## src/rtl/arc4_pkg.sv

```systemverilog
// Shared types for the ARC4 scheduler slice: scheduler states, stage identifiers
// and the default S-RAM geometry.
package arc4_pkg;

  localparam int ARC4_ADDR_W = 8;
  localparam int ARC4_DATA_W = 8;

  typedef enum logic [2:0] {
    SCHED_IDLE       = 3'd0,
    SCHED_INIT_START = 3'd1,
    SCHED_INIT_RUN   = 3'd2,
    SCHED_KSA_START  = 3'd3,
    SCHED_KSA_RUN    = 3'd4,
    SCHED_PRGA_START = 3'd5,
    SCHED_PRGA_RUN   = 3'd6,
    SCHED_ERR        = 3'd7
  } sched_state_t;

  typedef enum logic [1:0] {
    STAGE_NONE = 2'd0,
    STAGE_INIT = 2'd1,
    STAGE_KSA  = 2'd2,
    STAGE_PRGA = 2'd3
  } stage_t;

  // The stage that owns the S-RAM port in a given scheduler state.
  function automatic stage_t owner_of(input logic [2:0] st);
    stage_t owner;
    owner = STAGE_NONE;
    case (sched_state_t'(st))
      SCHED_INIT_START, SCHED_INIT_RUN: owner = STAGE_INIT;
      SCHED_KSA_START,  SCHED_KSA_RUN:  owner = STAGE_KSA;
      SCHED_PRGA_START, SCHED_PRGA_RUN: owner = STAGE_PRGA;
      default:                          owner = STAGE_NONE;
    endcase
    return owner;
  endfunction

endpackage

```

## src/rtl/sram_port_mux.sv

```systemverilog
// Combinational 3:1 selector for a shared single-port S-RAM; any stage that is
// not selected has its address, data and write enable dropped.
module sram_port_mux
  import arc4_pkg::*;
#(
  parameter int ADDR_W = ARC4_ADDR_W,
  parameter int DATA_W = ARC4_DATA_W
) (
  input  logic [1:0]        sel,
  input  logic [ADDR_W-1:0] init_addr,
  input  logic [DATA_W-1:0] init_din,
  input  logic              init_wren,
  input  logic [ADDR_W-1:0] ksa_addr,
  input  logic [DATA_W-1:0] ksa_din,
  input  logic              ksa_wren,
  input  logic [ADDR_W-1:0] prga_addr,
  input  logic [DATA_W-1:0] prga_din,
  input  logic              prga_wren,
  output logic [ADDR_W-1:0] ram_addr,
  output logic [DATA_W-1:0] ram_din,
  output logic              ram_wren
);

  always_comb begin
    ram_addr = '0;
    ram_din  = '0;
    ram_wren = 1'b0;
    case (stage_t'(sel))
      STAGE_INIT: begin
        ram_addr = init_addr;
        ram_din  = init_din;
        ram_wren = init_wren;
      end
      STAGE_KSA: begin
        ram_addr = ksa_addr;
        ram_din  = ksa_din;
        ram_wren = ksa_wren;
      end
      STAGE_PRGA: begin
        ram_addr = prga_addr;
        ram_din  = prga_din;
        ram_wren = prga_wren;
      end
      default: begin
        ram_addr = '0;
        ram_din  = '0;
        ram_wren = 1'b0;
      end
    endcase
  end

endmodule

```

## src/rtl/arc4_sched.sv

```systemverilog
// ARC4 top-level sequencer: walks init -> ksa -> prga over the rdy/en handshake,
// hands the single S-RAM port to the active stage and guards each stage with a watchdog.
module arc4_sched
  import arc4_pkg::*;
#(
  parameter int ADDR_W        = ARC4_ADDR_W,
  parameter int DATA_W        = ARC4_DATA_W,
  parameter int STAGE_TIMEOUT = 65535
) (
  input  logic              clk,
  input  logic              rst,
  input  logic              en,
  output logic              rdy,
  output logic              err,
  output logic [1:0]        stage,
  output logic              init_en,
  output logic              ksa_en,
  output logic              prga_en,
  input  logic              init_rdy,
  input  logic              ksa_rdy,
  input  logic              prga_rdy,
  input  logic [ADDR_W-1:0] init_addr,
  input  logic [ADDR_W-1:0] ksa_addr,
  input  logic [ADDR_W-1:0] prga_addr,
  input  logic [DATA_W-1:0] init_din,
  input  logic [DATA_W-1:0] ksa_din,
  input  logic [DATA_W-1:0] prga_din,
  input  logic              init_wren,
  input  logic              ksa_wren,
  input  logic              prga_wren,
  output logic [ADDR_W-1:0] ram_addr,
  output logic [DATA_W-1:0] ram_din,
  output logic              ram_wren
);

  localparam logic [2:0] ST_IDLE       = SCHED_IDLE;
  localparam logic [2:0] ST_INIT_START = SCHED_INIT_START;
  localparam logic [2:0] ST_INIT_RUN   = SCHED_INIT_RUN;
  localparam logic [2:0] ST_KSA_START  = SCHED_KSA_START;
  localparam logic [2:0] ST_KSA_RUN    = SCHED_KSA_RUN;
  localparam logic [2:0] ST_PRGA_START = SCHED_PRGA_START;
  localparam logic [2:0] ST_PRGA_RUN   = SCHED_PRGA_RUN;
  localparam logic [2:0] ST_ERR        = SCHED_ERR;

  // A zero timeout still needs a legal one-bit counter even though it never fires.
  localparam int WD_W = (STAGE_TIMEOUT > 0) ? $clog2(STAGE_TIMEOUT + 1) : 1;
  localparam logic [WD_W-1:0] WD_MAX   = '1;
  localparam logic [WD_W-1:0] WD_LIMIT = WD_W'((STAGE_TIMEOUT > 0) ? STAGE_TIMEOUT - 1 : 0);

  logic [2:0]      state;
  logic [2:0]      state_next;
  logic [WD_W-1:0] wd_cnt;
  logic            in_stage;
  logic            wd_expired;
  logic [1:0]      owner;

  always_comb begin
    in_stage   = (state != ST_IDLE) && (state != ST_ERR);
    wd_expired = (STAGE_TIMEOUT != 0) && in_stage && (wd_cnt == WD_LIMIT);
  end

  always_comb begin
    state_next = state;
    case (state)
      ST_IDLE:       if (en)        state_next = ST_INIT_START;
      ST_INIT_START: if (!init_rdy) state_next = ST_INIT_RUN;
      ST_INIT_RUN:   if (init_rdy)  state_next = ST_KSA_START;
      ST_KSA_START:  if (!ksa_rdy)  state_next = ST_KSA_RUN;
      ST_KSA_RUN:    if (ksa_rdy)   state_next = ST_PRGA_START;
      ST_PRGA_START: if (!prga_rdy) state_next = ST_PRGA_RUN;
      ST_PRGA_RUN:   if (prga_rdy)  state_next = ST_IDLE;
      ST_ERR:        if (en)        state_next = ST_INIT_START;
      default:                      state_next = ST_IDLE;
    endcase
    // An expired watchdog wins over any handshake progress in the same cycle.
    if (wd_expired) state_next = ST_ERR;
  end

  always_ff @(posedge clk) begin
    if (rst) begin
      state <= ST_IDLE;
    end else begin
      state <= state_next;
    end
  end

  // Counts cycles spent in the current state; saturates rather than wrapping.
  always_ff @(posedge clk) begin
    if (rst) begin
      wd_cnt <= '0;
    end else if (state_next != state) begin
      wd_cnt <= '0;
    end else if (wd_cnt != WD_MAX) begin
      wd_cnt <= wd_cnt + WD_W'(1);
    end
  end

  always_comb begin
    owner   = owner_of(state);
    stage   = owner;
    rdy     = (state == ST_IDLE) || (state == ST_ERR);
    err     = (state == ST_ERR);
    init_en = (state == ST_INIT_START);
    ksa_en  = (state == ST_KSA_START);
    prga_en = (state == ST_PRGA_START);
  end

  sram_port_mux #(
    .ADDR_W (ADDR_W),
    .DATA_W (DATA_W)
  ) u_port_mux (
    .sel       (owner),
    .init_addr (init_addr),
    .init_din  (init_din),
    .init_wren (init_wren),
    .ksa_addr  (ksa_addr),
    .ksa_din   (ksa_din),
    .ksa_wren  (ksa_wren),
    .prga_addr (prga_addr),
    .prga_din  (prga_din),
    .prga_wren (prga_wren),
    .ram_addr  (ram_addr),
    .ram_din   (ram_din),
    .ram_wren  (ram_wren)
  );

endmodule

```

## config.mk

```make
export PLATFORM = sky130hd
export DESIGN_NAME = arc4_sched
export DESIGN_NICKNAME = d
export VERILOG_FILES = /design/src/rtl/arc4_pkg.sv /design/src/rtl/sram_port_mux.sv /design/src/rtl/arc4_sched.sv
export SDC_FILE = /design/constraint.sdc
export NUM_CORES = 1
export LEC_CHECK = 0
export ABC_AREA = 1
export BUFFER_PORTS_ARGS = -buffer_cell sky130_fd_sc_hd__clkbuf_2
export CORE_AREA = 2 2 63 65
export CTS_CLUSTER_DIAMETER = 30
export DETAILED_ROUTE_END_ITERATION = 16
export DIE_AREA = 0 0 65 67
export PLACE_DENSITY = 0.85
export REMOVE_ABC_BUFFERS = 1
export SYNTH_ARGS = -nofsm -noshare
export SYNTH_HDL_FRONTEND = slang
export SYNTH_SLANG_ARGS = --single-unit
```

## constraint.sdc

```tcl
create_clock -name clk -period 4.8 [get_ports clk]
set_input_delay 0.48 -clock clk [delete_from_list [all_inputs] [get_ports clk]]
set_output_delay 0.48 -clock clk [all_outputs]
set_load 0.02 [all_outputs]
```

# --- After elaboration in Yosys (flattened, before gate mapping) ---
# Index checks and enable logic that the tools add are counted.
op_classes:
  add_sub_neg: 1
  n_eq_ne: 14
  muxes: 13
  reduce_logical: 10
op_table:
  columns: ["cell", "count"]
  rows:
  - ["case mux 8 bit (3 select lines)", 2]
  - ["two-way mux 3 bit", 8]
  - ["case mux 3 bit (7 select lines)", 1]
  - ["adder 16 x 1 -> 16 bit, second input constant", 1]
  - ["equality test 16 bit, second input constant", 1]
  - ["inequality test 16 bit, second input constant", 1]
  - ["equality test 3 bit, second input constant", 4]
  - ["OR reduction 2 bit", 5]
  - ["equality test 3 x 2 -> 1 bit, second input constant", 2]
  - ["case mux 2 bit (3 select lines)", 1]
  - ["equality test 2 bit, second input constant", 2]
  - ["equality test 3 x 1 -> 1 bit, second input constant", 1]
  - ["logical NOT 3 bit", 1]
  - ["inequality test 3 bit", 1]
  - ["inequality test 3 bit, second input constant", 1]
  - ["case mux 1 bit (3 select lines)", 1]
  - ["nonzero test 3 bit", 1]
  - ["equality test 2 x 1 -> 1 bit, second input constant", 1]
  - ["logical AND 1 bit", 2]
  - ["logical OR 1 bit", 1]
totals:
  ff_bits: 19
  in_bits: 57
  out_inout_bits: 24
  elab_cells: 40

# --- Depth between registers and ports, before layout ---
depth:
  depth_word: 6
  depth_mapped: 13
  depth_no_buf: 12

# --- Modules after synthesis ---
# From an unflattened synthesis, not the netlist that was laid out.
hier_totals:
  cells_unflattened: 295
  hier_area_um2: 2110.8
modules_own_cells:
  columns: ["module", "instances", "cells_per_inst", "area_per_inst_um2"]
  rows:
  - ["arc4_sched", 1, 215, 1480.2]
  - ["sram_port_mux", 1, 80, 630.6]

# --- Least setup slack after synthesis ---
# No wires, ideal clock.
synth_path:
  path_type: "reg2out"
  from: "reg state[1]"
  to: "out ram_addr[1]"
  t_arrival_ns: 1.923
  required_ns: 4.320
  slack_ns: 2.397
  stages_incl_launch_ff: 8
  cell_sequence: "dfxtp_1 -> inv_1 -> ha_1 -> clkinv_1 -> nor2_4 -> buf_2 -> nand2_1 -> nand3_1"
synth_via:
  elab_chain_len: 5
  word_cells_on_any_way: 14
  cone_classes: "eq/ne (9); mux (2); reduce/logical (3)"
synth_rtl:
  columns: ["element", "line", "text"]
  rows:
  - ["start, declared", "arc4_sched.sv:50", "logic [2:0] state;"]
  - ["start signal, assigned", "arc4_sched.sv:83", "state <= state_next;"]
  - ["equality test 3 bit (tied with other cells)", "arc4_pkg.sv:30", "case (sched_state_t'(st))"]
  - ["OR reduction 2 bit", "arc4_pkg.sv:30", null]
  - ["case mux 2 bit (3 select lines) (*)", "arc4_pkg.sv:30", null]
  - ["net stage[0]", "arc4_sched.sv:15", "output logic [1:0] stage,"]
  - ["equality test 2 bit / equality test 2 x 1 -> 1 bit (equally long branches)", "sram_port_mux.sv:28", "case (stage_t'(sel))"]
  - ["case mux 8 bit (3 select lines) (*)", "sram_port_mux.sv:28", null]
  - ["end, declared", "arc4_sched.sv:31", "output logic [ADDR_W-1:0] ram_addr,"]
# Mark *: on every way through the listed nets, which the timed path passes. The rest lies on a longest branch.

# --- Final worst setup path ---
layout_path:
  from: "reg state[1]"
  to: "out ram_wren"
layout_via:
  elab_chain_len: 5
  word_cells_on_any_way: 14
  cone_classes: "eq/ne (9); mux (2); reduce/logical (3)"
layout_rtl:
  columns: ["element", "line", "text"]
  rows:
  - ["equality test 3 bit (tied with other cells)", "arc4_pkg.sv:30", null]
  - ["OR reduction 2 bit", "arc4_pkg.sv:30", null]
  - ["case mux 2 bit (3 select lines) (*)", "arc4_pkg.sv:30", null]
  - ["equality test 2 bit / equality test 2 x 1 -> 1 bit (equally long branches)", "sram_port_mux.sv:28", null]
  - ["case mux 1 bit (3 select lines) (*)", "sram_port_mux.sv:28", null]
  - ["end, declared", "arc4_sched.sv:33", "output logic ram_wren"]
# Mark *: on every way between the ends. The rest lies on a longest branch, timed or not.

==> implementation parameters <==
Parameter                              Value

Status
  Status    completed

Setup path
  Capturing element type of the critical path    primary output
  Cell depth of the worst flop-to-flop path    10
  Worst endpoint data arrival time    3080 ps
  Critical path fanouts, max    20
  Setup slack of the most critical reg-to-reg path    2550 ps
  Worst endpoint required time    4320 ps
  Worst setup SP type    flop
  Kind of critical path    flop to primary output
  Worst R2R End    wd_cnt[11]
  Startpoint of the worst register-to-register path    state[1]

Route
  Vias    2133
  Final routed wire length divided by cell count    12.2 um
  Iter 0 DRT Violations    92
  Length of the first detailed-routing pass in iterations    4
  Post-DRT Antenna Nets    0
  Remaining routing DRC violations    0
  Total wirelength of the detailed-routed design    5140 um
  Number of vias per cell    5.07

Synth
  YS warnings    0
  Cells taking the most area after synthesis    dfxtp_1, nand2_1, nand3_1
  Number of synthesized register bits    19
  Commonest cells in the netlist    nand2_1, nand3_1, nor2_1, inv_1, dfxtp_1
  Cell taking the most area after synthesis    dfxtp_1
  Share of the synthesized area in the top cell type    20.5%
  Proportion of synthesized flip-flops having asynchronous set or reset    0%
  Most used DFF post-synth    dfxtp_1
  Sequential cell area fraction in the yosys report    20.5%
  Cell count after synthesis    297
  Mean Syn Cell Area    6.26 um2
  Number of enable flip-flop cells after synthesis    0
  Number of different library cells in the post-synthesis netlist    30
  Synth Cell Area    0.00186 mm2
  Most instantiated library cell after synthesis    nand2_1

CTS
  Number of CTS-inserted buffers    3
  Number of buffers on the longest clock path    2
  Number of hold buffers added after CTS    0
  Post-CTS Resized    0
  Post-CTS setup buffers    0
  Clock sink count    19
  Clock transition time at the flip-flop clock pins of the worst setup and hold paths    80 ps
  CTS root buffer    clkbuf_8
  Clk Latency, worst-skew pair    270 ps
  Level count of the clock H-tree    1
  TritonCTS clock tree    done

Layout
  Post-layout instance area    0.00231 mm2
  Share of cells above drive strength 1    31.9%
  Final Net Count    438
  Area Overhead vs Synth    24.2%
  End-of-flow core utilization    64.0%
  Number of fill cells in the layout    357
  Antenna diode count    0
  Number of non-filler instances in the completed layout    421

Pwr
  Proportion of power drawn by flip-flops and latches    21.1%
  Switching fraction of total power    55.1%
  Leakage    0.00124 uW
  Net Sw Power    501 uW
  Cell Pwr Density    394 mW/mm2
  Worst voltage drop across the vdd grid    0.318 mV
  Internal cell power    409 uW
  Clock power frac    12.7%
  Combinational share of power    66.2%

Placement
  Port-buffer cells    80
  Half-perimeter wire length of the detailed placement result    4180 um
  Post-placement cell count    417
  Final GP Congestion    0.919
  Cell area after placement    0.00226 mm2

STA
  Max Clk Rate    0.281 GHz
  Period utilization    74.2%
  Final-report setup violation count    0
  Largest clock skew in the final design    11.7 ps
  Max-Slew Margin vs Limit    51.2%
  Accumulated negative setup slack    0 ps
  Time the worst path needs with I/O delays and setup    3560 ps
  RSZ-0062 raised after global routing    no
  Count of endpoints failing hold in the final timing report    0
  Worst-margin pin slew    730 ps
  Tightest hold margin    409 ps
  Final Max Slew Viols    0

Floorplanning
  Starting density of the core    51.5%
  Width of the die    65 um
  Boundary Pins    81
  # rows    22
  Area enclosed by the die boundary    0.00436 mm2
  Height of the chip    67 um
  Floorplan core area    0.00361 mm2

Global route
  Vias in the first global route    1971
  Total congestion overflow after global routing    0
  Number of antenna violations at the first check in global routing    0
  Global router's overall resource usage    23.9%
  First-pass GRT wire length    8230 um
  Maximum number of pins on one net before global-route repair    21

Worst hold path
  Worst Hold Depth    2
  Endpoint with the worst hold slack    state[1]
  Hold/Removal Path Class    input port to flop
  Startpoint of the most critical hold path    rst

Job
  Max-cap viol count    0
[worst max-delay path: stages (launching register included)]
cell	delay [ps]
dfxtp_1	520
inv_1	180
ha_1	250
o21ai_2	240
nand3_1	570
nand2_1	220
clkinv_1	400
nand2_1	170
nand3_1	100
clkbuf_2	170
[how the worst max path moves through the flow]
stage	endpoint	from	depth (start not counted)	slack (ps)
after CTS	ram_addr[4]	state[0]	9	1260
final	ram_wren	state[1]	9	1240
after global routing	ram_wren	state[1]	9	880
after floorplan	ram_addr[0]	state[1]	8	1910
after detailed placement	ram_addr[4]	state[0]	9	1550
after global placement	ram_addr[2]	state[0]	9	1620
[cell usage in the layout (no fill, tap or decap), types with 4 or more instances in the layout]
| cell | count |
|---|---|
| nor3_1 | 9 |
| nand3_1 | 48 |
| nand2_2 | 8 |
| inv_1 | 28 |
| nor3_2 | 10 |
| nor2_1 | 30 |
| a21oi_1 | 6 |
| clkbuf_2 | 80 |
| dfxtp_1 | 19 |
| ha_1 | 7 |
| xnor2_1 | 4 |
| xor2_1 | 8 |
| nand2_4 | 4 |
| nand2_1 | 82 |
[cells by family (layout without fill, tap and decap cells)]
family,after synthesis,in the layout,share of synthesized area [%]
adders and majority gates,7,7,4.71
DFF,19,19,20.5
xor gates and xnor gates,12,12,5.66
AOI/OAI and AO/OA,14,14,4.51
buffers and inverters,41,117,9.70
and+or+nand+nor,204,204,54.9
[power by group through the flow]
stage          Combinational [uW]  Clock [uW]  Sequential [uW]
2_1_floorplan                 430           0              190
3_3_place_gp                  599           0              195
3_5_place_dp                  602           0              195
4_1_cts                       604         114              192
5_1_grt                       662         124              194
6_report                      602         115              192
[stage by stage]
step | setup WS, ps | total power, uW
3_3_place_gp | 1620 | 793
4_1_cts | 1260 | 910
2_1_floorplan | 1910 | 620
3_5_place_dp | 1550 | 797
5_1_grt | 878 | 980
6_report | 1240 | 909
[layer usage]
layer / wire, um / share of wire (%) / track usage (%) / up-vias
met4: 131 / 2.5 / 8.51 / 0
met2: 2650 / 51 / 45.6 / 90
met5: 0 / 0 / 0 / -
met1: 2040 / 40 / 27.4 / 925
li1: - / - / - / 1101
met3: 320 / 6.2 / 2.36 / 17
[final cells by class]
| type | count | area (um2) | area share, % |
|---|---|---|---|
| clock buffers | 3 | 41.3 | 1.79 |
| clock inverters | 1 | 5.00 | 0.217 |
| inverters | 33 | 124 | 5.37 |
| multi-input cells | 237 | 1300 | 56.2 |
| flip-flops and latches | 19 | 380 | 16.5 |
| well taps | 48 | 60.1 | 2.60 |
| repair buffers | 80 | 400 | 17.3 |
[flip-flops by register name, summed over array words and instances, names as in the netlist]
name    flops
state       3
wd_cnt     16
Power figures use the tool's default switching activity.
